**src/rtl/seq_frame_tx.sv**
```systemverilog
// seq_frame_tx: serial frame transmitter sending a preamble, the payload MSB-first, then a low guard gap
module seq_frame_tx #(
  parameter int DATA_W = 8,
  parameter int PRE_W = 4,
  parameter logic [PRE_W-1:0] PREAMBLE = 4'b1011,
  parameter int GAP_CYC = 1
) (
  input  logic              clk,
  input  logic              rst,
  input  logic              start_valid,
  output logic              start_ready,
  input  logic [DATA_W-1:0] data_in,
  output logic              tx_bit,
  output logic              tx_en,
  output logic              done
);
  localparam int MX = PRE_W > DATA_W ? (PRE_W > GAP_CYC ? PRE_W : GAP_CYC) : (DATA_W > GAP_CYC ? DATA_W : GAP_CYC);
  localparam int CW = MX > 1 ? $clog2(MX) : 1;
  localparam int PW = 1 << CW;
  localparam logic [PW-1:0] PRE_EXT = PW'(PREAMBLE);
  typedef enum logic [1:0] {IDLE, PRE, DATA, GAP} state_t;
  state_t state, state_nx;
  logic [CW-1:0] cnt, cnt_nx;
  logic [DATA_W-1:0] shreg, shreg_nx;
  logic last;
  assign last = cnt == '0;
  always_ff @(posedge clk or posedge rst) begin
    if (rst) begin
      state <= IDLE;
      cnt   <= '0;
      shreg <= '0;
    end else begin
      state <= state_nx;
      cnt   <= cnt_nx;
      shreg <= shreg_nx;
    end
  end
  always_comb begin
    state_nx = state;
    cnt_nx   = cnt;
    shreg_nx = shreg;
    case (state)
      IDLE: begin
        state_nx = start_valid ? PRE : IDLE;
        cnt_nx   = start_valid ? CW'(PRE_W - 1) : cnt;
        shreg_nx = start_valid ? data_in : shreg;
      end
      PRE: begin
        state_nx = last ? DATA : PRE;
        cnt_nx   = last ? CW'(DATA_W - 1) : cnt - CW'(1);
      end
      DATA: begin
        state_nx = last ? GAP : DATA;
        cnt_nx   = last ? CW'(GAP_CYC - 1) : cnt - CW'(1);
        shreg_nx = shreg << 1;
      end
      default: begin
        state_nx = last ? IDLE : GAP;
        cnt_nx   = last ? cnt : cnt - CW'(1);
      end
    endcase
  end
  assign tx_en       = state == PRE || state == DATA;
  assign tx_bit      = state == PRE ? PRE_EXT[cnt] : state == DATA && shreg[DATA_W-1];
  assign done        = state == GAP && cnt == CW'(GAP_CYC - 1);
  assign start_ready = state == IDLE && !rst;
endmodule

```
**config.mk**
```make
export PLATFORM = sky130hd
export DESIGN_NAME = seq_frame_tx
export DESIGN_NICKNAME = d
export VERILOG_FILES = /design/src/rtl/seq_frame_tx.sv
export SDC_FILE = /design/constraint.sdc
export NUM_CORES = 1
export LEC_CHECK = 0
export CORE_UTILIZATION = 44
export CTS_CLUSTER_DIAMETER = 30
export DETAILED_ROUTE_END_ITERATION = 10
export PLACE_DENSITY = 0.69
export SLEW_MARGIN = 20
export SYNTH_ARGS = -nofsm -noshare
export SYNTH_HDL_FRONTEND = slang
export SYNTH_SLANG_ARGS = --single-unit
```
**constraint.sdc**
```tcl
create_clock -name clk -period 1.8 [get_ports clk]
set_clock_uncertainty 0.05 [all_clocks]
set_input_delay 0.27 -clock clk [delete_from_list [all_inputs] [get_ports clk]]
set_output_delay 0.27 -clock clk [all_outputs]
set_load 0.005 [all_outputs]
```
Word level (Yosys, flattened, before mapping)
Memory sizes are Yosys's and may differ from the RTL's.
Cells that the tools add are included.
{"block": "word_totals", "n_memories": 1, "romBits": 8, "word_cells": 35, "out_inout_bits": 4, "register_bits": 13}
{"memory": "(no name shown)", "words": 8, "width": 1, "rd": 1, "rd_ports_with_merged_regs": 0, "write_ports": 0, "line": "64", "text": "assign tx_bit = state == PRE ? PRE_EXT[cnt] : state == DATA && shreg[DATA_W-1];"}
{"block": "classes", "reduce_logical": 10, "n_lt_le_gt_ge": 1, "n_addsub": 1, "n_mux": 14, "eq_ne": 5}
{"operator": "case mux 8 bit (2 select lines)", "n": 1}
{"operator": "two-way mux 3 bit", "n": 4}
{"operator": "case mux 3 bit (3 select lines)", "n": 1}
{"operator": "two-way mux 8 bit", "n": 1}
{"operator": "case mux 2 bit (3 select lines)", "n": 1}
{"operator": "== test 2 bit, second input constant", "n": 2}
{"operator": "< comparator 3 x 4 -> 1 bit, second input constant", "n": 1}
{"operator": "two-way mux 1 bit", "n": 4}
{"operator": "two-way mux 2 bit", "n": 2}
{"operator": "!= test 4 x 1 -> 1 bit, second input constant", "n": 1}
{"operator": "AND reduction 2 bit", "n": 2}
{"operator": "logical AND 1 bit", "n": 3}
{"operator": "zero test 3 bit", "n": 1}
{"operator": "subtractor 3 x 1 -> 3 bit, second input constant", "n": 1}
{"operator": "== test 2 x 1 -> 1 bit, second input constant", "n": 1}
{"operator": "zero test 2 bit", "n": 1}
{"operator": "!= test 2 bit, second input constant", "n": 1}
{"operator": "nonzero test 2 bit", "n": 1}
{"operator": "zero test 1 bit", "n": 1}
{"operator": "logical OR 1 bit", "n": 1}

Longest topological paths before layout
{"block": "depth", "ltp_word": 3, "mapped_depth": 7, "depth_no_buf": 6}

Worst setup path before layout
OpenSTA, ideal clock, no wires.
{"block": "synth_timing", "kind": "reg2reg", "startpoint": "register state[1]", "endpoint": "register cnt[0]", "arrival_ns": 1.383, "n_path_buf": 0, "setup_time_ns": 0.118, "slack_ns": 0.249, "path_stages_with_launch": 6, "t_required_ns": 1.632, "synth_period_minus_slack_ns": 1.551, "cell_sequence": "dfrtp_1 > inv_1 > ha_1 > o41ai_4 > a211oi_1 > a21o_1"}
{"block": "synth_between", "elab_chain_cells": 3}
{"item": "start: declaration", "line": "22", "text": "state_t state, state_nx;"}
{"item": "start signal: assignment", "line": "33", "text": "state <= state_nx;"}
{"item": "== test 2 x 1 -> 1 bit, or another cell as far along", "line": "42", "text": "case (state)"}
{"item": "!= test 4 x 1 -> 1 bit (no line) / != test 2 bit (equally long branches)"}
{"item": "AND reduction 2 bit (no line)"}
{"item": "end signal: assignment", "line": "34", "text": "cnt <= cnt_nx;"}
{"item": "end: declaration", "line": "23", "text": "logic [CW-1:0] cnt, cnt_nx;"}
Several ways; a longest one is shown, not always the timed one.
A chain may end at the register's enable or synchronous reset.

Worst setup path in the final report
{"block": "layout_timing", "startpoint": "register cnt[0]", "endpoint": "register cnt[0]"}
{"block": "layout_between", "elab_chain_cells": 3}
{"item": "subtractor 3 x 1 -> 3 bit / zero test 3 bit (equally long branches)"}
{"item": "two-way mux 3 bit, or another cell as far along", "line": "59", "text": "cnt_nx = last ? cnt : cnt - CW'(1);"}
{"item": "case mux 3 bit (3 select lines) / AND reduction 2 bit (equally long branches)"}
Several ways; a longest one is shown, not always the timed one. The select of a mux whose other input is x is not followed.

==> impl_metrics.py <==
metrics = {
    "route": {
        "vias": 789,
        "drtPass1Iterations": 4,
        "vias_per_cell": 5.30,
        "ant_nets": 0,
        "post_drt_wl_per_cell_um": 12.8,
        "drt_iter0_drc": 11,
        "drc_errors": 0,
        "drt-total-wl_mm": 1.91,
    },
    "logic_synthesis": {
        "muxShareOfSynthArea_pct": 0,
        "yosys.cell_count.top_type": "nor2_1",
        "netlist_instances": 93,
        "synth.top_cells.by_count": "20 x nor2_1, 13 x dfrtp_1, 8 x ha_1, 8 x inv_1, 7 x o22ai_1",
        "synth_top_family_by_area": "compound AO/OA/AOI/OAI gates",
        "yosys.cell_types.count": 26,
        "synth.net_count": 112,
        "ys_ff_latch": 13,
        "synth-edff-count": 0,
        "yosys.area.top_type": "dfrtp_1",
        "synth_compound_area_share_pct": 25.4,
        "syn_avg_cell_area_um2": 9.16,
        "synthAdderAreaFrac_pct": 11.7,
        "synthXorXnorAreaFrac_pct": 0,
        "synthSimpleGateAreaFrac_pct": 19.7,
        "netlist_area_um2": 852,
        "synth_seq_area_share_pct": 38.2,
        "yosys_warnings": 0,
        "synthFlopType": "dfrtp_1",
        "async_reset_ff_share_pct": 100,
        "ys_top_cells_by_area": "dfrtp_1 38%, ha_1 12%, nor2_1 8.8%",
        "yosysTopAreaCellShare_pct": 38.2,
    },
    "clocking": {
        "clkTransAtPathRegs_ps": 90,
        "cts_root_buf": "clkbuf_4",
        "cts_tree": "built",
        "cts_buffer_depth": 2,
        "cts.sinks": 13,
        "insertion_delay_ps": 280,
        "numCtsBuffers": 3,
        "hold_buffers": 0,
        "h-tree-depth": 1,
    },
    "critical_path": {
        "crit_fanout": 5,
        "cp_slowest_stage_delay_ps": 400,
        "cp_common_cell": "buf_4",
        "arrival_ps": 1890,
        "cp_cell_sequence": "inv_2 > ha_2 > buf_4 > nand2b_4 > o41ai_4 > buf_4 > a211oi_1 > a21o_1",
        "cp.required_ps": 1930,
        "critPathBufInv": 3,
        "end_kind": "flip-flop",
        "critical_path.startpoint_type": "flip-flop",
        "critPathSlowestCell": "dfrtp_1",
        "crit_type": "flip-flop to flip-flop",
        "cpLargestDelayFamily": "compound AO/OA/AOI/OAI gates",
    },
    "placement": {
        "port_buffers": 14,
        "post-dp-hpwl_mm": 1.29,
        "dp_slack_ps": 37.0,
        "gp_congestion": 0.792,
    },
    "floorplan": {
        "dieHeight_um": 46.0,
        "core_region_area_mm2": 0.00176,
        "initial_core_util_pct": 48.3,
        "dieArea_mm2": 0.00212,
        "fp-row-count": 15,
        "die_w_um": 46.0,
        "num_io_pins": 15,
    },
    "grt": {
        "grt_max_degree": 14,
        "first_global_vias": 659,
        "grt_usage_pct": 18.4,
        "overflow": 0,
        "antenna_found_initial": 0,
        "grt_pass1_wl_mm": 2.78,
    },
    "power_and_ir_drop": {
        "total_leakage_power_nw": 0.542,
        "cellPowerDensity_mw_per_mm2": 1850,
        "ir_drop_v": 0.000943,
    },
    "timing": {
        "finalCritPeriodShare_pct": 97.9,
        "fmax_mhz": 567,
        "tns_ps": 0,
        "worst-slew-pin-transition_ps": 545,
        "relSlewSlack_pct": 63.6,
        "drv_slew": 0,
        "hold_viol_final": 0,
        "layout_setup_ws_ps": 37.1,
        "post-route-min-period_ps": 1760,
        "setup_violations": 0,
    },
    "flow_run": {
        "max_cap_viol_count": 0,
    },
    "final_layout": {
        "drive_above_1_share_pct": 27.4,
        "n_antenna_cell": 0,
        "n_fill_cell": 153,
        "fin_nets": 144,
        "syn_to_final_growth_pct": 38.0,
    },
    "run_status": {
        "outcome": "finished clean",
    },
    "hold_path": {
        "hold_path.class": "input port to async pin",
    },
}
cell usage in the layout (no fill, tap or decap), types with 2 or more instances in the layout:
cell type,n
inv_2,2
ha_2,4
a211oi_1,2
nor2b_1,2
a21o_1,3
o22ai_1,7
and2b_1,2
nor2_1,19
o21ai_0,3
dfrtp_1,13
a21oi_1,3
buf_4,14
nand2_1,4
clkdlybuf4s50_1,10
nor2_2,2
a31oi_1,3
inv_1,6
ha_1,4
clkbuf_4,3
dlygate4sd2_1,3
cells by family after synthesis:
group	Yosys count
flip-flops	13
buffers and inverters	10
AO/OA/AOI/OAI	28
AND/OR/NAND/NOR	34
adder cells (fa/ha/maj)	8
flip-flops by register name (all words and copies together), names as in the netlist:
name	count
state	2
shreg	8
cnt	3
timing repair:
action,in CTS,in global routing
pin swaps,1,2
gates resized for setup,10,7
buffers inserted,5,3
endpoints found under the setup margin,4,5
where the power goes:
group,switching (W),total [W],internal (W)
sequential,0.0000911,0.000520,0.000429
clock,0.000110,0.000192,0.0000828
combinational,0.000738,0.00146,0.000721
final timing paths:
check | startpoint | end | slack, ps | cells past startpoint
max in group asynchronous | rst | cnt[0]$_DFFE_PP0P_ | 1030 | 2
setup reg to reg | cnt[0]$_DFFE_PP0P_ | cnt[0]$_DFFE_PP0P_ | 40 | 8
min in group clk | shreg[3]$_DFFE_PP0P_ | shreg[4]$_DFFE_PP0P_ | 470 | 2
hold / removal | rst | shreg[1]$_DFFE_PP0P_ | 300 | 2
setup / recovery | cnt[0]$_DFFE_PP0P_ | cnt[0]$_DFFE_PP0P_ | 40 | 8
hold reg to reg | shreg[3]$_DFFE_PP0P_ | shreg[4]$_DFFE_PP0P_ | 470 | 2
through the flow:
step | instances | area (um^2) | utilization, % | total power, W | hold WS, ps
after floorplan | 93 | 852 | - | 0.00138 | 97.0
after global placement | 137 | 1060 | 60.3 | 0.00172 | 439
after detailed placement | 137 | 1060 | 60.3 | 0.00175 | 449
after CTS | 146 | 1130 | 64.2 | 0.00202 | 304
after global routing | 149 | 1180 | 66.7 | 0.00233 | 359
final | 149 | 1180 | 66.7 | 0.00217 | 297
final cells by class:
| type | count | area, um^2 | area share, % |
|---|---|---|---|
| multi-input cells | 70 | 514 | 43.7 |
| flip-flops and latches | 13 | 325 | 27.7 |
| repair buffers | 29 | 248 | 21.1 |
| well taps | 25 | 31.3 | 2.66 |
| inverters | 8 | 30.0 | 2.55 |
| clock buffers | 3 | 22.5 | 1.91 |
| clock inverters | 1 | 5.00 | 0.426 |
worst register-to-register path: stages, from the launching register on:
cell      delay, ps
dfrtp_1         400
inv_2            80
ha_2            170
buf_4           130
nand2b_4         80
o41ai_4         330
buf_4           190
a211oi_1         50
a21o_1          170
metal layers:
| layer | global-route usage (%) | share of wire, % | vias to the layer above |
|---|---|---|---|
| met5 | 0 | 0 | - |
| met4 | 5.29 | 2.4 | 0 |
| met3 | 2.38 | 4.3 | 5 |
| met2 | 29.9 | 50 | 26 |
| met1 | 25.4 | 43 | 371 |
| li1 | - | - | 387 |
Power figures use the tool's default switching activity.
